**config.mk**
```make
export PLATFORM = sky130hd
export DESIGN_NAME = dmem_arbiter
export DESIGN_NICKNAME = d
export VERILOG_FILES = /design/src/rtl/dmem_arbiter.sv
export SDC_FILE = /design/constraint.sdc
export NUM_CORES = 1
export LEC_CHECK = 0
export CAP_MARGIN = 20
export CORE_AREA = 2 2 158 160
export CTS_CLUSTER_DIAMETER = 200
export CTS_CLUSTER_SIZE = 8
export DETAILED_ROUTE_END_ITERATION = 10
export DIE_AREA = 0 0 160 162
export DONT_BUFFER_PORTS = 1
export PLACE_DENSITY = 0.32
export REMOVE_ABC_BUFFERS = 1
export SYNTH_ARGS = -nofsm -noshare
export SYNTH_HDL_FRONTEND = slang
export SYNTH_SLANG_ARGS = --single-unit
```
**constraint.sdc**
```tcl
create_clock -name clk -period 2.1 [get_ports clk]
set_input_delay 0.42 -clock clk [delete_from_list [all_inputs] [get_ports clk]]
set_output_delay 0.42 -clock clk [all_outputs]
set_load 0.005 [all_outputs]
```
**src/rtl/dmem_arbiter.sv**
```systemverilog
// dmem_arbiter: two-port arbiter/sequencer in front of the single-port data memory,
// with locked bursts capped for fairness and 1-cycle registered read responses.
module dmem_arbiter #(
    parameter int ADDR_W      = 64,
    parameter int DATA_W      = 32,
    parameter int MAX_BURST   = 8,
    parameter int P0_PRIORITY = 0
) (
    input  logic              clk,
    input  logic              Reset,
    input  logic              p0_req,
    input  logic              p0_we,
    input  logic              p0_lock,
    input  logic [ADDR_W-1:0] p0_addr,
    input  logic [DATA_W-1:0] p0_wdata,
    output logic              p0_gnt,
    output logic              p0_rvalid,
    output logic [DATA_W-1:0] p0_rdata,
    input  logic              p1_req,
    input  logic              p1_we,
    input  logic              p1_lock,
    input  logic [ADDR_W-1:0] p1_addr,
    input  logic [DATA_W-1:0] p1_wdata,
    output logic              p1_gnt,
    output logic              p1_rvalid,
    output logic [DATA_W-1:0] p1_rdata,
    output logic [ADDR_W-1:0] mem_addr,
    output logic [DATA_W-1:0] mem_wdata,
    output logic              mem_write,
    output logic              mem_read,
    input  logic [DATA_W-1:0] mem_rdata,
    output logic [1:0]        busy_owner
);
    typedef enum logic [1:0] {OPEN = 2'b00, OWN0 = 2'b01, OWN1 = 2'b10} state_t;

    state_t            r_state, w_state_nxt;
    logic              r_rr, w_rr_nxt;
    logic [7:0]        r_cnt, w_cnt_nxt;
    logic              r_rv0, r_rv1;
    logic [DATA_W-1:0] r_rd0, r_rd1;
    logic              w_g0, w_g1, w_own1, w_own_lock, w_other_req, w_rd0, w_rd1;

    assign w_own1      = r_state == OWN1;
    assign w_own_lock  = w_own1 ? p1_lock : p0_lock;
    assign w_other_req = w_own1 ? p0_req : p1_req;

    // r_rr = 1 means port 1 is preferred in open arbitration; r_cnt counts granted beats
    always_comb begin
        w_g0        = 1'b0;
        w_g1        = 1'b0;
        w_state_nxt = r_state;
        w_rr_nxt    = r_rr;
        w_cnt_nxt   = r_cnt;
        if (!Reset && r_state == OPEN) begin
            w_g1 = p1_req && (!p0_req || (P0_PRIORITY == 0 && r_rr));
            w_g0 = p0_req && !w_g1;
            if (w_g0 || w_g1) begin
                w_rr_nxt = w_g0;
                if (w_g0 ? p0_lock : p1_lock) begin
                    w_state_nxt = w_g0 ? OWN0 : OWN1;
                    w_cnt_nxt   = 8'd1;
                end
            end
        end else if (!Reset) begin
            w_g0 = !w_own1 && p0_req;
            w_g1 = w_own1 && p1_req;
            // the beat that completes MAX_BURST grants while the other port waits is the last one
            if (w_g0 || w_g1) begin
                if (!w_own_lock || (w_other_req && r_cnt >= 8'(MAX_BURST - 1))) begin
                    w_state_nxt = OPEN;
                    w_cnt_nxt   = '0;
                    w_rr_nxt    = !w_own1;
                end else if (r_cnt < 8'(MAX_BURST)) begin
                    w_cnt_nxt = r_cnt + 8'd1;
                end
            end
        end
    end

    assign p0_gnt     = w_g0;
    assign p1_gnt     = w_g1;
    assign mem_addr   = w_g0 ? p0_addr : (w_g1 ? p1_addr : '0);
    assign mem_wdata  = w_g0 ? p0_wdata : (w_g1 ? p1_wdata : '0);
    assign mem_write  = (w_g0 && p0_we) || (w_g1 && p1_we);
    assign w_rd0      = w_g0 && !p0_we;
    assign w_rd1      = w_g1 && !p1_we;
    assign mem_read   = w_rd0 || w_rd1;
    assign busy_owner = r_state;
    assign p0_rvalid  = r_rv0;
    assign p1_rvalid  = r_rv1;
    assign p0_rdata   = r_rd0;
    assign p1_rdata   = r_rd1;

    always_ff @(posedge clk) begin
        if (Reset) begin
            r_state <= OPEN;
            r_rr    <= 1'b0;
            r_cnt   <= '0;
            r_rv0   <= 1'b0;
            r_rv1   <= 1'b0;
            r_rd0   <= '0;
            r_rd1   <= '0;
        end else begin
            r_state <= w_state_nxt;
            r_rr    <= w_rr_nxt;
            r_cnt   <= w_cnt_nxt;
            r_rv0   <= w_rd0;
            r_rv1   <= w_rd1;
            if (w_rd0) r_rd0 <= mem_rdata;
            if (w_rd1) r_rd1 <= mem_rdata;
        end
    end
endmodule

```
==> results.md, run 1 <==
- The compound-cell area share of the yosys netlist is 32.2%.
- The min-delay analysis places its worst path in the category in -> reg.
- The yosys synthesis warning count is 0.
- The overall power is 0.00450 W.
- Setup repair after global routing could not meet its margin everywhere.
- The final hold violation count is 0.
- The first-pass GRT wire length is 32.0 mm.
- The count of input and output buffers is 0.
- STA puts the critical path data arrival time at 1.94 ns.
- Summed over all failing endpoints, the final setup total negative slack is -19.01 ns.
- The worst path in the final design needs a cycle of 2.36 ns, including I/O delays and setup.
- The total leakage power is 2.18 nW.
- The total I/O pin count is 400.
- After synthesis, the share of flip-flops with an asynchronous set or reset is 0%.
- Yosys mapped a number of flops with a built-in enable equal to 0.
- The iteration-0 DRC count of the detailed router is 230.
- TritonCTS built the clock tree.
- Of the available clock period, the critical path in the final layout requires 112%.
- For this configuration, the core starts out at a cell density of 16.0%.
- The HPWL after detailed placement is 19.3 mm.
- After layout, the worst setup slack is -0.261 ns.
- The number of DRC violations after detailed routing is 0.
- After Yosys synthesis, and, or, nand and nor cells account for 14.0% of the synthesized area.
- The final-report max-slew violation count is 0.
- The CTS sink count is 77.
- Excluding fillers, the count of instances in the completed layout stands at 809.
- From left edge to right edge, the die measures 160 um.
- The area share of the largest cell type after synthesis is 40.0%.
- Sequential elements use 40.0% of the synthesized area.
- For the worst setup path, the data required time is 1.68 ns.
- The top achievable clock speed is 0.424 GHz.
- After synthesis, the cell types taking the most area are sky130_fd_sc_hd__dfxtp_1 (40%), sky130_fd_sc_hd__a22o_1 (22%), sky130_fd_sc_hd__mux2i_1 (8.3%).
- The overall fraction of global-route tracks in use is 17.7%.
- The tool flagged a number of max-cap violations equal to 0.
- The slowest stage of the critical path is the sky130_fd_sc_hd__dfxtp_2 cell.
- Compared with the post-synthesis result, the final layout area differs by 48.8%.
- Once placement finished, the instance area stood at 4500 um^2.
- Headroom to the max-slew limit came out at 71.4%.
- The setup path with the least slack is of type reg -> out.
- The area of the core is 24100 um^2.
- The H-tree was split into 3 levels.
- In this design, the stage delay of the slowest critical-path cell is 0.34 ns.
- At the end of the flow, the number of nets in the layout was 709.
- The die is 162 um tall.
- Yosys instantiated no cell more often than sky130_fd_sc_hd__a22o_1.
- The placed instance count is 767.
- Across the VDD grid, the largest voltage drop is 0.359 mV.
- Counting both buffers and inverters, the worst setup path holds a total of 3.
- The combinational family with the most area after synthesis is compound AO/OA/AOI/OAI gates.
- The routed design has 25.6 mm of wire.
- Each instance of the synthesized netlist takes up on average 8.71 um^2.
- Row generation in the floorplan step produced 57 rows.
- The commonest cells after synthesis are sky130_fd_sc_hd__a22o_1 (98), sky130_fd_sc_hd__dfxtp_1 (77), sky130_fd_sc_hd__nand2_1 (72).
- Setup violations remaining at the end of the flow were counted as 99.
- With fillers left out, the area of the finished cells amounts to 5730 um^2.
- In this run, CTS created clock tree buffers numbering 9.
- The highest fanout seen on the critical path is 7.
- After synthesis the netlist holds a flip-flop and latch count of 77.
- The fraction of synthesized area in multiplexers is 8.61%.
- Traced cell by cell, the critical path runs through a21bo_4, o31ai_4, nor2b_4, buf_6, buf_12, clkbuf_16, a22o_4.
- In the synthesized netlist the dominant register cell turns out to be sky130_fd_sc_hd__dfxtp_1.
- The overflow left after global routing is 0.
- The area occupied by multi-input gates is 2610 um^2.
- The number of antenna violations at the first check in global routing came to 8.
- The distinct cell type count of the synthesized netlist is 38.
- The congestion estimate from routability-driven global placement came to 1.03.
- The instance count of the mapped netlist is 442.
- After clock tree synthesis, the clock-pin slew on the worst setup and hold paths is 0.06 ns.
- After detailed routing, the number of vias per cell comes to 4.89.
- Summing all flip-flop and latch instances after layout gives 1550 um^2.
- On the final layout, the worst clock skew is 0.00888 ns.
- The run finished, with violations left.
- The clock latency reported for the late side of the worst-skew pair is 0.33 ns.
- Once detail routing completed, the nets flagged for antenna violations numbered 0.
- Cells with a size suffix above 1 make up 30.1% of the layout.
- The die covers 25900 um^2.
- The number of detailed-routing iterations run before antenna repair is 5.
- The via count of the first global-routing pass is 3827.
- The netlist area before placement is 3850 um^2.
- The average wire per standard cell is 31.7 um.
- Counting along the longest clock path gives a buffer depth of 2.
- The tree is rooted in a sky130_fd_sc_hd__clkbuf_16.
- The worst setup path is launched from a flop.
- The power per standard cell area is 785 nW/um^2.
- The layout has 2606 filler cells.
- The family of cells with the greatest summed delay on the critical path is compound AO/OA/AOI/OAI gates.
- The actual transition at the worst max-transition pin is 0.426 ns.
- The XOR/XNOR share of the synthesized area is 0%.
- The share of synthesized cell area in full adder, half adder and majority cells is 0.325%.
- Entering global routing, the biggest net connects 76 pins.
- The final reports fail on negative setup slack.
- The largest area contributor in the netlist is sky130_fd_sc_hd__dfxtp_1.
- The kind of end point of the critical path is an output pin.
- The total vias in the final route is 3960.
- The worst hold margin is 0.149 ns.
==> per-stage QoR <==
stage / util [%] / setup slack, ns
3_5_place_dp: 18.7 / -0.297
4_1_cts: 22.6 / -0.272
3_3_place_gp: 18.7 / -0.329
2_1_floorplan: - / -3.96
5_1_grt: 23.7 / -0.302
6_report: 23.8 / -0.261
==> sequential cells by signal, summed over array words and instances (netlist names) <==
signal and flops:
p1_rdata 32, r_rr 1, busy_owner 2, p1_rvalid 1
p0_rdata 32, p0_rvalid 1, r_cnt 8
==> where the power goes <==
part,switching [W],internal (W)
Sequential,0.0000678,0.00153
Clock,0.000635,0.000838
Combinational,0.000696,0.000729
==> cell families (layout without fill, tap and decap cells) <==
family / Yosys count / after routing
other cells: 0 / 4
buf+inv: 45 / 84
simple gates: 130 / 130
fa+ha+maj: 1 / 1
flops: 77 / 77
mux: 33 / 33
compound gates: 156 / 156
==> cells in the final DEF (no fill, tap or decap), drive strengths merged, types with 2 or more instances in the layout <==
cell type and count:
a22o 98, dfxtp 77, nand2 72, buf 57
nor2 35, a21oi 35, mux2i 32, clkbuf 17
nor3 5, inv 5, diode 4, nand3 4
o21a 4, o21ai 3, nor4 3, nand2b 3
clkinv 3, nor2b 2, a31oi 2, a32o 2
nand4 2, clkinvlp 2, a21bo 2
==> routing by layer <==
layer / track usage (%) / routed length, um
met5: 0 / 46
met4: 4.63 / 546
met3: 11.0 / 3520
met2: 29.6 / 12400
met1: 18.7 / 9110
==> path summary, 6_finish.rpt <==
path,depth (start not counted),startpoint,endpoint,slack (ns)
worst max-delay path,7,r_rr,mem_wdata[13],-0.26
worst min-delay path,1,Reset,p0_rdata[28],0.15
worst max register to register,5,r_cnt[5],r_cnt[2],0.06
worst min register to register,2,p0_rdata[24],p0_rdata[24],0.47
==> final cells by class <==
class	count	area share (%)
multi-input cells	320	45.6
well taps	324	7.07
flip-flops and latches	77	27.0
clock buffers	10	4.17
repair buffers	64	14.9
diodes	4	0.175
inverters	4	0.262
clock inverters	6	0.808
==> what timing repair did <==
item / in CTS / in global routing
gates cloned: 7 / 8
pin swaps: 20 / 30
buffers inserted: 9 / 0
hold buffers: 0 / 0
gates resized for setup: 79 / 21
endpoints found under the setup margin: 100 / 125
Power figures use the tool's default switching activity.
==> inputs of run 2 (changes only) <==
--- a/config.mk
+++ b/config.mk
@@ -14,6 +14,7 @@
 export DONT_BUFFER_PORTS = 1
 export PLACE_DENSITY = 0.32
 export REMOVE_ABC_BUFFERS = 1
+export SLEW_MARGIN = 10
 export SYNTH_ARGS = -nofsm -noshare
 export SYNTH_HDL_FRONTEND = slang
 export SYNTH_SLANG_ARGS = --single-unit
==> results of run 2 <==
The final DEF is identical to that of run 1; final timing and power are the same.
==> inputs of run 3 (changes only) <==
==> constraint.sdc (replaced) <==
create_clock -name clk -period 2.4 [get_ports clk]
set_input_delay 0.48 -clock clk [delete_from_list [all_inputs] [get_ports clk]]
set_output_delay 0.48 -clock clk [all_outputs]
set_load 0.005 [all_outputs]
==> results.md, run 3 (same netlist as run 1, synthesis figures left out) <==
- The power per standard cell area was 701 nW/um^2 (was 785 nW/um^2).
- The HPWL after detailed placement is 19.5 mm (was 19.3 mm).
- The final cycle utilization of the critical path is 101%.
- The final-report setup violation count is 29 (was 99).
- The CTS sink count is 77 (unchanged).
- The fraction of power consumed by combinational cells was 30.9% (was 31.7%).
- The post-placement worst setup slack is -0.192 ns (was -0.297 ns).
- The die area is 25900 um^2 (unchanged).
- The row count came to 57 (unchanged).
- The final hold violation count is 0 (unchanged).
- RSZ-0062 raised after global routing: true (unchanged).
- The number of buffers between clock root and the deepest sink is 2 (unchanged).
- The share of post-route cells with drive strength above 1 was 27.2% (was 30.1%).
- The arrival time at the worst endpoint is 1.95 ns (was 1.94 ns).
- The via count of the first global-routing pass is 3860 (was 3827).
- The overflow left after global routing was 0 (unchanged).
- The max-cap check violation count is 0 (unchanged).
- The endpoint of the most critical setup path is mem_wdata[15] (was mem_wdata[13]).
- The effective utilization at floorplan is 16.0% (unchanged).
- The smallest clock period supported by the final layout is computed as 2.43 ns.
- The number of DRC violations after detailed routing came to 0 (unchanged).
- The count of input and output buffers is 0 (unchanged).
- The normalized max-slew margin was 65.0% (was 71.4%).
- The terminus of the critical flop-to-flop path is r_cnt[2] (unchanged).
- The proportion of total power due to net switching was 29.5% (was 31.1%).
- The number of nets in the layout is 695 (was 709).
- The smallest setup slack after layout came to -0.0343 ns (was -0.261 ns).
- The CTS root buffer is sky130_fd_sc_hd__clkbuf_16 (unchanged).
- The required time of the critical path is 1.92 ns (was 1.68 ns).
- Outcome: finished with violations (unchanged).
- The most common library cell in the layout ignoring fill and taps is sky130_fd_sc_hd__dfxtp_1 (unchanged).
- The number of hold buffers added after CTS is 0 (unchanged).
- The total leakage power is 2.11 nW (was 2.18 nW).
- The kind of end point of the critical path is an output pin (unchanged).
- The instance area after placement is 4450 um^2 (was 4500 um^2).
- The overall fraction of global-route tracks in use is 18.0% (was 17.7%).
- The number of cell instances on the worst register-to-register path is 5 (unchanged).
- The type of the worst min-delay path is in -> reg (unchanged).
- The TritonCTS clock tree is done (unchanged).
- The fraction of power consumed by sequential logic is 35.4% (was 35.6%).
- The number of antenna violations at the first check in global routing is 3 (was 8).
- The highest fanout seen on the critical path is 8 (was 7).
- Commonest cells after routing, fill and taps aside: sky130_fd_sc_hd__dfxtp_1 (74), sky130_fd_sc_hd__nand2_1 (72), sky130_fd_sc_hd__a22o_1 (47), sky130_fd_sc_hd__a22o_4 (47) (was sky130_fd_sc_hd__dfxtp_1 (74), sky130_fd_sc_hd__nand2_1 (72), sky130_fd_sc_hd__a22o_4 (51), sky130_fd_sc_hd__a22o_1 (47)).
- The final standard cell count with taps included and fillers excluded is 795 (was 809).
- The die extent in y is 162 um (unchanged).
- Violations in the final reports: negative setup slack (unchanged).
- The critical path class is reg -> out (unchanged).
- The placed instance count is 751 (was 767).
- The number of detailed-routing iterations run before antenna repair is 5 (unchanged).
- The count of nets left with antenna violations after detail routing came to 0 (unchanged).
- The total routed wirelength is 25.1 mm (was 25.6 mm).
- The startpoint of the lowest-slack register-to-register path is r_cnt[5] (unchanged).
- The average wire per standard cell is 31.6 um (was 31.7 um).
- The overall die width is 160 um (unchanged).
- The actual transition at the worst max-transition pin is 0.522 ns (was 0.426 ns).
- The area growth from synthesis to layout is 47.0% (was 48.8%).
- The first-pass GRT wire length is 32.5 mm (was 32.0 mm).
- The total vias in the final route is 3796 (was 3960).
- The kind of launch point of the worst setup path is a flop (unchanged).
- The number of buffers created by CTS was 9 (unchanged).
- The clock latency reported for the late side of the worst-skew pair is 0.33 ns (about the same).
- The start point of the critical path is r_rr (unchanged).
- The worst supply voltage drop on vdd is 0.323 mV (was 0.359 mV).
- The iteration-0 DRC count of the detailed router is 142 (was 230).
- The cell-internal power came to 0.00280 W (was 0.00310 W).
- The area of the core was 24100 um^2 (unchanged).
- The CTS clock-pin slew for the worst setup and hold paths was 0.06 ns (about the same).
- For this run, the top clock speed supported by timing is 0.411 GHz.
- The finished layout cell area is 5660 um^2 (was 5730 um^2).
- The level count of the clock H-tree was 3 (unchanged).
- The switching power was 0.00117 W (was 0.00140 W).
- The worst hold margin came to 0.218 ns (was 0.149 ns).
- The total I/O pin count came to 400 (unchanged).
- The largest net degree at the start of global routing is 76 (unchanged).
- The setup slack of the worst register-to-register path is 0.28 ns (was 0.06 ns).
- The clock network fraction of total power came to 33.6% (was 32.8%).
- The final-report max-slew violation count was 0 (unchanged).
- The post-route clock skew was 0.00313 ns (was 0.00888 ns).
- The routability congestion estimate from global placement is 1.07 (was 1.03).
- The average via count per standard cell came to 4.77 (was 4.89).
-- run 3: cell types whose count changed in the layout (fill, tap and decap cells not counted), sizes merged --
cell / change
buf: -13
clkinv: -2
inv: -1
bufbuf: +2
clkinvlp: -1
bufinv: +1
-- run 3: power groups by stage --
stage                     clock network [W]  logic (W)  registers [W]
final                               0.00133    0.00123        0.00140
after floorplan                           0   0.000507        0.00141
after global placement                    0   0.000839        0.00143
after detailed placement                  0   0.000859        0.00143
after global routing                0.00143    0.00130        0.00141
after CTS                           0.00139    0.00112        0.00140
-- run 3: what timing repair did --
| action | CTS | global route |
|---|---|---|
| resized for setup | 58 | 25 |
| endpoints found under the setup margin | 98 | 93 |
| buffers inserted | 7 | 6 |
| hold endpoints to repair | 0 | 0 |
| pin swaps | 33 | 19 |
| cloned | 7 | 4 |
-- run 3: area by class of cell --
type | instances | area, um^2
inverters | 4 | 15.0
clock inverters | 3 | 46.3
fillers | 2627 | 18400
repair buffers | 50 | 816
flip-flops and latches | 77 | 1550
well taps | 324 | 405
clock buffers | 13 | 240
diodes | 4 | 10.0
multi-input cells | 320 | 2580
-- run 3: per-stage QoR --
stage / TNS (ns) / power (W) / utilization (%)
finish: -0.302 / 0.00396 / 23.5
global route: -6.03 / 0.00415 / 23.5
CTS: -2.64 / 0.00392 / 22.2
detailed placement: -5.44 / 0.00229 / 18.4
global placement: -5.50 / 0.00227 / 18.4
floorplan: -393.02 / 0.00191 / -
-- run 3: critical path, cell delays in order, from the launching register on --
cell                      delay, ns
sky130_fd_sc_hd__dfxtp_2       0.34
sky130_fd_sc_hd__a21bo_4       0.22
sky130_fd_sc_hd__o31ai_4       0.20
sky130_fd_sc_hd__nor2b_4       0.25
sky130_fd_sc_hd__buf_4         0.15
sky130_fd_sc_hd__buf_12        0.13
sky130_fd_sc_hd__a22o_4        0.15
sky130_fd_sc_hd__buf_12        0.10
sky130_fd_sc_hd__buf_12        0.08
-- run 3: worst min-delay path by stage --
stage | from | endpoint | slack, ns | depth (start not counted)
after CTS | Reset | r_rr | 0.20 | 1
after detailed placement | r_cnt[6] | r_cnt[6] | 0.46 | 1
after global routing | Reset | p1_rdata[27] | 0.20 | 1
final | Reset | p0_rdata[28] | 0.22 | 1
after floorplan | r_cnt[6] | r_cnt[6] | 0.43 | 1
after global placement | r_cnt[6] | r_cnt[6] | 0.45 | 1
-- run 3: per-layer routing --
layer	vias to the layer above	GRT usage (%)	part of all wire [%]
met3	26	12.1	15
li1	1680	-	-
met4	2	5.81	2.1
met1	1830	18.0	34
met2	258	30.3	49
met5	-	0	0.22
